[config.mk]
export PLATFORM = sky130hd
export DESIGN_NAME = apb_req_arbiter
export DESIGN_NICKNAME = d
export VERILOG_FILES = /design/src/rtl/apb_req_arbiter.sv
export SDC_FILE = /design/constraint.sdc
export NUM_CORES = 1
export LEC_CHECK = 0
export CAP_MARGIN = 20
export CORE_AREA = 2 2 168 170
export CTS_CLUSTER_DIAMETER = 200
export DETAILED_ROUTE_END_ITERATION = 12
export DIE_AREA = 0 0 170 172
export PLACE_DENSITY_LB_ADDON = 0.25
export REMOVE_ABC_BUFFERS = 1
export SLEW_MARGIN = 40
export SYNTH_ARGS = -nofsm -noshare
export SYNTH_HDL_FRONTEND = slang
export SYNTH_SLANG_ARGS = --single-unit
[constraint.sdc]
create_clock -name PCLK -period 3.5 [get_ports PCLK]
set_clock_uncertainty 0.05 [all_clocks]
set_input_delay 0.7 -clock PCLK [delete_from_list [all_inputs] [get_ports PCLK]]
set_output_delay 0.7 -clock PCLK [all_outputs]
set_load 0.01 [all_outputs]
[src/rtl/apb_req_arbiter.sv]
// ---------------------------------------------------------------------------
// apb_req_arbiter
// Lets NUM_REQ independent requesters share one APB master controller.
//  - Pending requests are arbitrated round-robin, and the winner's command is latched.
//  - The latched command drives the controller's Transfer/RW/APB_Address/APB_Wr_Data/Strobe.
//  - Completion (PENABLE & PREADY_sel) returns read data and error to the winner,
//    together with a one-cycle req_done pulse.
// Optional feature macro: APB_ARB_TIMEOUT_EN
//  - When defined, a BUSY-cycle counter aborts a transfer after TIMEOUT_CYCLES
//    and reports rsp_err = 1.
//  - When undefined, BUSY waits indefinitely for PREADY_sel.
// ---------------------------------------------------------------------------
module apb_req_arbiter #(
    parameter int NUM_REQ        = 4,
    parameter int TIMEOUT_CYCLES = 64
) (
    input  logic                   PCLK,
    input  logic                   PRESETn,
    // requester side
    input  logic [NUM_REQ-1:0]     req_valid,
    input  logic [NUM_REQ-1:0]     req_rw,
    input  logic [32*NUM_REQ-1:0]  req_addr,
    input  logic [32*NUM_REQ-1:0]  req_wdata,
    input  logic [4*NUM_REQ-1:0]   req_strb,
    output logic [NUM_REQ-1:0]     req_grant,
    output logic [NUM_REQ-1:0]     req_done,
    output logic [31:0]            rsp_rdata,
    output logic                   rsp_err,
    // controller side
    output logic                   Transfer,
    output logic                   RW,
    output logic [31:0]            APB_Address,
    output logic [31:0]            APB_Wr_Data,
    output logic [3:0]             Strobe,
    input  logic                   PENABLE,
    input  logic                   PREADY_sel,
    input  logic [31:0]            APB_Rd_Data,
    input  logic                   APB_Error
);

    localparam int IDX_W = (NUM_REQ > 1) ? $clog2(NUM_REQ) : 1;

    typedef enum logic [1:0] {
        ST_IDLE = 2'd0,
        ST_BUSY = 2'd1,
        ST_RESP = 2'd2
    } state_t;

    state_t             r_state;
    logic [IDX_W-1:0]   r_rr_ptr;
    logic [IDX_W-1:0]   r_winner;
    logic [NUM_REQ-1:0] r_grant;
    logic [NUM_REQ-1:0] r_done;
    logic [31:0]        r_rsp_rdata;
    logic               r_rsp_err;
    logic               r_rw;
    logic [31:0]        r_addr;
    logic [31:0]        r_wdata;
    logic [3:0]         r_strb;

    logic               w_any;
    logic [IDX_W-1:0]   w_winner;
    logic [IDX_W:0]     w_sum;
    logic [IDX_W-1:0]   w_idx;
    logic               w_complete;
    logic               w_timeout;
    logic               w_finish;
    logic [IDX_W-1:0]   w_next_ptr;

    // Round-robin search: first valid index at or after r_rr_ptr, wrapping.
    always_comb begin
        w_any    = 1'b0;
        w_winner = '0;
        w_sum    = '0;
        w_idx    = '0;
        for (int k = 0; k < NUM_REQ; k++) begin
            w_sum = {1'b0, r_rr_ptr} + (IDX_W+1)'(k);
            if (w_sum >= (IDX_W+1)'(NUM_REQ)) begin
                w_sum = w_sum - (IDX_W+1)'(NUM_REQ);
            end
            w_idx = w_sum[IDX_W-1:0];
            if (!w_any && req_valid[w_idx]) begin
                w_any    = 1'b1;
                w_winner = w_idx;
            end
        end
    end

    assign w_complete = (r_state == ST_BUSY) && PENABLE && PREADY_sel;
    assign w_finish   = w_complete || w_timeout;
    assign w_next_ptr = (r_winner == IDX_W'(NUM_REQ-1)) ? '0 : r_winner + 1'b1;

`ifdef APB_ARB_TIMEOUT_EN
    localparam int TMO_W = $clog2(TIMEOUT_CYCLES + 1);

    logic [TMO_W-1:0] r_tmo_cnt;

    // Counts BUSY cycles; held at zero outside BUSY so it restarts on every grant.
    always_ff @(posedge PCLK or negedge PRESETn) begin
        if (!PRESETn) begin
            r_tmo_cnt <= '0;
        end else if (r_state != ST_BUSY) begin
            r_tmo_cnt <= '0;
        end else begin
            r_tmo_cnt <= r_tmo_cnt + 1'b1;
        end
    end

    // The abort fires in the TIMEOUT_CYCLES-th BUSY cycle; a real completion
    // in that same cycle takes precedence.
    assign w_timeout = (r_state == ST_BUSY) && !w_complete &&
                       (r_tmo_cnt == TMO_W'(TIMEOUT_CYCLES - 1));
`else
    assign w_timeout = 1'b0;
`endif

    // Transfer drops combinationally in the completion (or abort) cycle so the
    // controller returns to its IDLE rather than starting a back-to-back transfer.
    assign Transfer = (r_state == ST_BUSY) && !(PENABLE && PREADY_sel) && !w_timeout;

    // Arbiter FSM: grant and latch in IDLE, wait in BUSY, pulse done in RESP.
    always_ff @(posedge PCLK or negedge PRESETn) begin
        if (!PRESETn) begin
            r_state     <= ST_IDLE;
            r_rr_ptr    <= '0;
            r_winner    <= '0;
            r_grant     <= '0;
            r_done      <= '0;
            r_rsp_rdata <= '0;
            r_rsp_err   <= 1'b0;
            r_rw        <= 1'b0;
            r_addr      <= '0;
            r_wdata     <= '0;
            r_strb      <= '0;
        end else begin
            case (r_state)
                ST_IDLE: begin
                    r_done <= '0;
                    if (w_any) begin
                        r_winner <= w_winner;
                        r_grant  <= NUM_REQ'(1) << w_winner;
                        r_rw     <= req_rw[w_winner];
                        r_addr   <= req_addr[{w_winner, 5'b0} +: 32];
                        r_wdata  <= req_wdata[{w_winner, 5'b0} +: 32];
                        r_strb   <= req_strb[{w_winner, 2'b0} +: 4];
                        r_state  <= ST_BUSY;
                    end
                end
                ST_BUSY: begin
                    if (w_finish) begin
                        r_rsp_rdata <= (w_timeout || r_rw) ? 32'd0 : APB_Rd_Data;
                        r_rsp_err   <= w_timeout ? 1'b1 : APB_Error;
                        r_done      <= r_grant;
                        r_grant     <= '0;
                        r_rr_ptr    <= w_next_ptr;
                        r_state     <= ST_RESP;
                    end
                end
                ST_RESP: begin
                    r_done  <= '0;
                    r_state <= ST_IDLE;
                end
                default: begin
                    r_done  <= '0;
                    r_grant <= '0;
                    r_state <= ST_IDLE;
                end
            endcase
        end
    end

    assign req_grant   = r_grant;
    assign req_done    = r_done;
    assign rsp_rdata   = r_rsp_rdata;
    assign rsp_err     = r_rsp_err;
    assign RW          = r_rw;
    assign APB_Address = r_addr;
    assign APB_Wr_Data = r_wdata;
    assign Strobe      = r_strb;

endmodule

---- Word-level counts from Yosys, hierarchy flattened ----
Cells that the tools add are included.
word-level totals
  register bits after elaboration ......... 116
  input port bits ......................... 317
  output and inout port bits .............. 111
  logic and storage cells ................. 86
cells by class
  $add $sub $neg .......................... 8
  $lt $le $gt $ge ......................... 9
  equal/unequal tests ..................... 5
  shifts and indexed selects .............. 4
  multiplexer cells ....................... 32
  bitwise logic cells ..................... 1
  reduce and logical (&&, ||, !) cells .... 16
operators by type and width
  operator                                                            count
  indexed part select 128 x 8 -> 32 bit                               2
  two-way mux 32 bit                                                  1
  two-way mux 2 bit                                                   11
  two-way mux 4 bit                                                   4
  indexed part select 16 x 5 -> 4 bit                                 1
  less-than comparator 2 x 3 -> 1 bit (second input constant)         5
  one-hot mux 4 bit (3 select lines)                                  1
  binary-select mux 1 bit (select 2 bit)                              5
  greater-or-equal comparator 3 bit (second input constant)           3
  two-way mux 1 bit                                                   9
  subtractor 2 x 1 -> 2 bit (second input constant)                   4
  logical AND 1 bit                                                   7
  adder 2 x 2 -> 3 bit (second input constant)                        2
  AND reduction 2 bit                                                 3
  == test 2 bit (second input constant)                               2
  zero test 1 bit                                                     4
  != test 2 bit (second input constant)                               2
  one-hot mux 2 bit (2 select lines)                                  1
  << shifter 1 x 2 -> 4 bit (first input constant)                    1
  adder 2 x 1 -> 3 bit (second input constant)                        1
  greater-or-equal comparator 2 x 3 -> 1 bit (second input constant)  1
  AND reduction 3 bit                                                 1
  adder 2 x 1 -> 2 bit (second input constant)                        1
  == test 2 x 1 -> 1 bit (second input constant)                      1
  2 further kinds                                                     2

---- Logic depth before layout (Yosys ltp) ----
  word-level depth ........................ 17
  gate-level depth with buffers ........... 7
  gate-level depth less buffers ........... 5

---- Worst setup path after synthesis ----
Ideal clock, no wire load.
  path type ............................... in2out
  start point ............................. input port PREADY_sel
  end point ............................... output port Transfer
  arrival time ............................ 1.371 ns
  data required time ...................... 2.750 ns
  path slack .............................. 1.379 ns
  stages on the path ...................... 3
  path buffers ............................ 1
  path through ............................ a21boi_0 > nor2b_1 > clkbuf_1
between the ends
  word-level cells in the longest chain between the ends .. 3
ends and longest elaborated chain
  element            line  text
  start, declared    36    input logic PREADY_sel,
  logical AND 1 bit  119   assign Transfer = (r_state == ST_BUSY) && !(PENABLE && PREADY_sel) && !w_timeout;
  zero test 1 bit    119
  logical AND 1 bit  119
  end, declared      30    output logic Transfer,
No other way between the ends.

---- Worst setup path after layout ----
Ends and elaborated chain as after synthesis.

==> results_tabular.tex <==
\begin{tabular}{lr}
\hline
Metric & Value \\
\hline
\multicolumn{2}{l}{\textbf{Run status}} \\
\quad Outcome & finished, final reports clean \\
\multicolumn{2}{l}{\textbf{Synth}} \\
\quad Number of cells produced by synthesis & 1025 \\
\quad Count of distinct cell types in the synthesized netlist & 45 \\
\quad Yosys synthesis warning count & 0 \\
\quad Proportion of register bits with asynchronous set or reset after synthesis & 1.00 \\
\quad Area of the mapped netlist & 7680 sq um \\
\quad Post-Syn Area per Cell & 7.49 sq um \\
\quad Predominant post-synthesis flop cell & dfrtp\_1 \\
\quad Proportion of synthesized chip area in sequential cells & 0.378 \\
\quad FF+latch count, synth & 116 \\
\quad Number of enable-type register cells in the synthesized netlist & 0 \\
\multicolumn{2}{l}{\textbf{Timing}} \\
\quad Setup TNS Final & 0 ns \\
\quad Worst-case headroom to the max-slew limit & 0.421 \\
\quad Hold violation total from the final report & 0 \\
\quad Number of max-slew violations in the final report & 0 \\
\quad Slew at the pin closest to its max-slew limit & 0.868 ns \\
\quad Shortest clock period the worst path allows after layout & 2.91 ns \\
\quad RSZ-0062 raised after global routing & false \\
\quad Number of failing setup endpoints in the final timing report & 0 \\
\quad Final worst-path cycle share & 0.830 \\
\quad Highest attainable clock frequency & 0.344 GHz \\
\multicolumn{2}{l}{\textbf{Global routing}} \\
\quad Total routing resource utilization after global routing & 0.250 \\
\quad Largest net degree at the start of global routing & 71 \\
\quad Total overflow reported by the global router & 0 \\
\quad Wire length of the first global-routing pass & 56100 um \\
\quad Via count of the first global-routing pass & 9577 \\
\quad Number of antenna violations at the first check in global routing & 2 \\
\multicolumn{2}{l}{\textbf{Floorplan}} \\
\quad Number of rows created at floorplan & 61 \\
\quad Die height & 172 um \\
\quad Core Footprint & 27500 sq um \\
\quad Effective utilization at floorplan & 0.279 \\
\quad Die Area & 29200 sq um \\
\quad Die X-Extent & 170 um \\
\quad I/O pin total & 428 \\
\multicolumn{2}{l}{\textbf{Routing}} \\
\quad WL met3 & 3210 um \\
\quad ANT nets after route & 0 \\
\quad Number of remaining DRC errors & 0 \\
\quad WL/cell & 21.8 um \\
\quad Initial DRC count & 484 \\
\quad Via-to-Cell Ratio & 5.51 \\
\quad Total number of vias & 9549 \\
\quad WL met1 & 15000 um \\
\quad Detailed Routing Iterations Pass 1 & 5 \\
\quad Top layer used by detailed routing & met5 \\
\quad Routed length on met2 & 18600 um \\
\quad Routed wire length & 37700 um \\
\multicolumn{2}{l}{\textbf{Worst hold path}} \\
\quad Type of the worst min-delay path & in -> async \\
\multicolumn{2}{l}{\textbf{Placed design}} \\
\quad Placed wire-length estimate after detailed placement & 25300 um \\
\quad Number of buffer cells added on primary ports & 427 \\
\quad Placed inst area & 12100 sq um \\
\quad Routability cong. & 0.855 \\
\multicolumn{2}{l}{\textbf{Setup path}} \\
\quad Required time worst endpoint & 2.75 ns \\
\quad Slack of the worst reg-to-reg path & 1.16 ns \\
\quad Critical path class & in -> out \\
\quad Sort of element at the start of the critical path & input pin \\
\quad Maximum fanout count along the critical path & 4 \\
\quad End of the worst register-to-register path & APB\_Wr\_Data[23] \\
\quad Arrival time worst endpoint & 2.16 ns \\
\quad Startpoint of the lowest-slack register-to-register path & r\_rr\_ptr[1] \\
\quad Setup crit end kind & primary output \\
\quad Critical path origin & PREADY\_sel \\
\quad Timing endpoint of the critical path & Transfer \\
\quad Number of cells on the worst reg-to-reg path & 5 \\
\multicolumn{2}{l}{\textbf{Final layout}} \\
\quad Layout cells sized above 1 & 0.0562 \\
\quad Commonest non-fill, non-tap cells in the layout & 422 x clkdlybuf4s50\_1, 254 x nand2\_1, 138 x a31oi\_1 \\
\quad Most frequent standard cell in the layout excluding fill and tap cells & clkdlybuf4s50\_1 \\
\quad Number of nets in the layout & 1692 \\
\quad Filler cell count & 2701 \\
\quad Number of diodes added for antenna fixing & 0 \\
\quad Synthesis-to-finish area growth & 65.5\% \\
\quad Design area & 12700 sq um \\
\multicolumn{2}{l}{\textbf{CTS}} \\
\quad Post\_cts resized & 0 \\
\quad Total CTS buffers & 17 \\
\quad Skew-Pair Late Insertion Delay & 0.41 ns \\
\quad TritonCTS clock tree & built \\
\quad Setup bufs post-CTS & 0 \\
\quad Clock-pin slew reported for the worst setup and hold paths after clock tree synthesis & 0.06 ns \\
\quad Root buffer cell & clkbuf\_16 \\
\quad H-tree Lvls & 4 \\
\quad Number of sinks driven by the clock tree & 116 \\
\quad Hold Buf Count CTS & 0 \\
\quad Clock tree buffer depth & 2 \\
\multicolumn{2}{l}{\textbf{Power and ir drop}} \\
\quad Static Leakage & 0.00490 uW \\
\quad IR drop worst, VDD & 0.000366 V \\
\quad Power per Cell Area & 741 nW/um\^{}2 \\
\multicolumn{2}{l}{\textbf{Flow run}} \\
\quad Max-cap violations & 0 \\
\hline
\end{tabular}
state kept, by name, indices dropped and copies added (netlist names), 2 cells and up:
| name | flops |
|---|---|
| r_rr_ptr | 2 |
| APB_Wr_Data | 32 |
| Strobe | 4 |
| r_state | 2 |
| APB_Address | 32 |
| req_grant | 4 |
| rsp_rdata | 32 |
| r_winner | 2 |
| req_done | 4 |
cells by family after synthesis:
logic type,Yosys count,synth area share
AND/OR/NAND/NOR,445,0.260
buffers and inverters,128,0.0878
multiplexers,1,0.00130
adder cells (fa/ha/maj),1,0.00163
AO/OA/AOI/OAI,334,0.271
flip-flops,116,0.378
worst min path at each step:
stage	slack, ns	cells after the start	to
after floorplan	0.35	0	APB_Address[0]
after global placement	0.41	2	rsp_rdata[22]
after detailed placement	0.41	2	rsp_err
after CTS	0.13	1	rsp_rdata[19]
after global routing	0.14	1	rsp_rdata[19]
final	0.14	1	rsp_rdata[19]
routing by layer:
metal	up-vias	GRT usage
met2	493	0.440
li1	4395	-
met4	4	0.0877
met5	-	0
met3	71	0.0636
met1	4586	0.298
cell usage after synthesis (2+ instances only):
| cell type | instances | area [sq um] |
|---|---|---|
| buf_2 | 17 | 85.1 |
| clkbuf_1 | 82 | 308 |
| o21ai_2 | 2 | 17.5 |
| a31oi_1 | 138 | 863 |
| dfrtp_1 | 116 | 2900 |
| or3_1 | 2 | 12.5 |
| a22o_1 | 4 | 35.0 |
| buf_4 | 11 | 82.6 |
| nand3_1 | 2 | 10.0 |
| nand4_1 | 69 | 432 |
| nand2b_1 | 36 | 225 |
| a211oi_1 | 69 | 518 |
| nand2_1 | 254 | 953 |
| a21oi_1 | 70 | 350 |
| nor2_1 | 71 | 267 |
| o21ai_0 | 36 | 180 |
| nor2b_1 | 2 | 12.5 |
| inv_1 | 3 | 11.3 |
| buf_8 | 7 | 105 |
| o21ai_1 | 3 | 15.0 |
| buf_6 | 7 | 78.8 |
where the power goes:
part | switching (uW) | internal [uW]
logic | 2720 | 2370
clock network | 727 | 1150
registers | 447 | 2000
total | 3890 | 5520
cell type report:
cell class / count / area [sq um] / share of cell area
Timing Repair Buffer: 454 / 4580 / 0.361
Inverter: 4 / 15.0 / 0.00118
Multi-Input combinational cell: 781 / 4160 / 0.327
Tap cell: 346 / 433 / 0.0341
Sequential cell: 116 / 2900 / 0.228
Clock inverter: 13 / 173 / 0.0136
Clock buffer: 19 / 443 / 0.0349
worst max-delay path, stage by stage:
cell             delay (ns)
clkdlybuf4s50_1        0.41
a21boi_0               0.17
buf_4                  0.15
nor2b_1                0.16
clkdlybuf4s50_1        0.56
stage by stage:
stage,hold WS [ns],total power (uW),utilization,std cells,setup slack (ns)
2_1_floorplan,0.354,4620,-,901,0.371
3_3_place_gp,0.413,7410,0.437,1697,0.578
3_5_place_dp,0.415,7560,0.440,1701,0.585
4_1_cts,0.133,9460,0.463,1733,0.574
5_1_grt,0.145,9990,0.463,1733,0.524
6_report,0.140,9410,0.463,1733,0.594
Note: power is estimated with default switching activity, not from simulation.
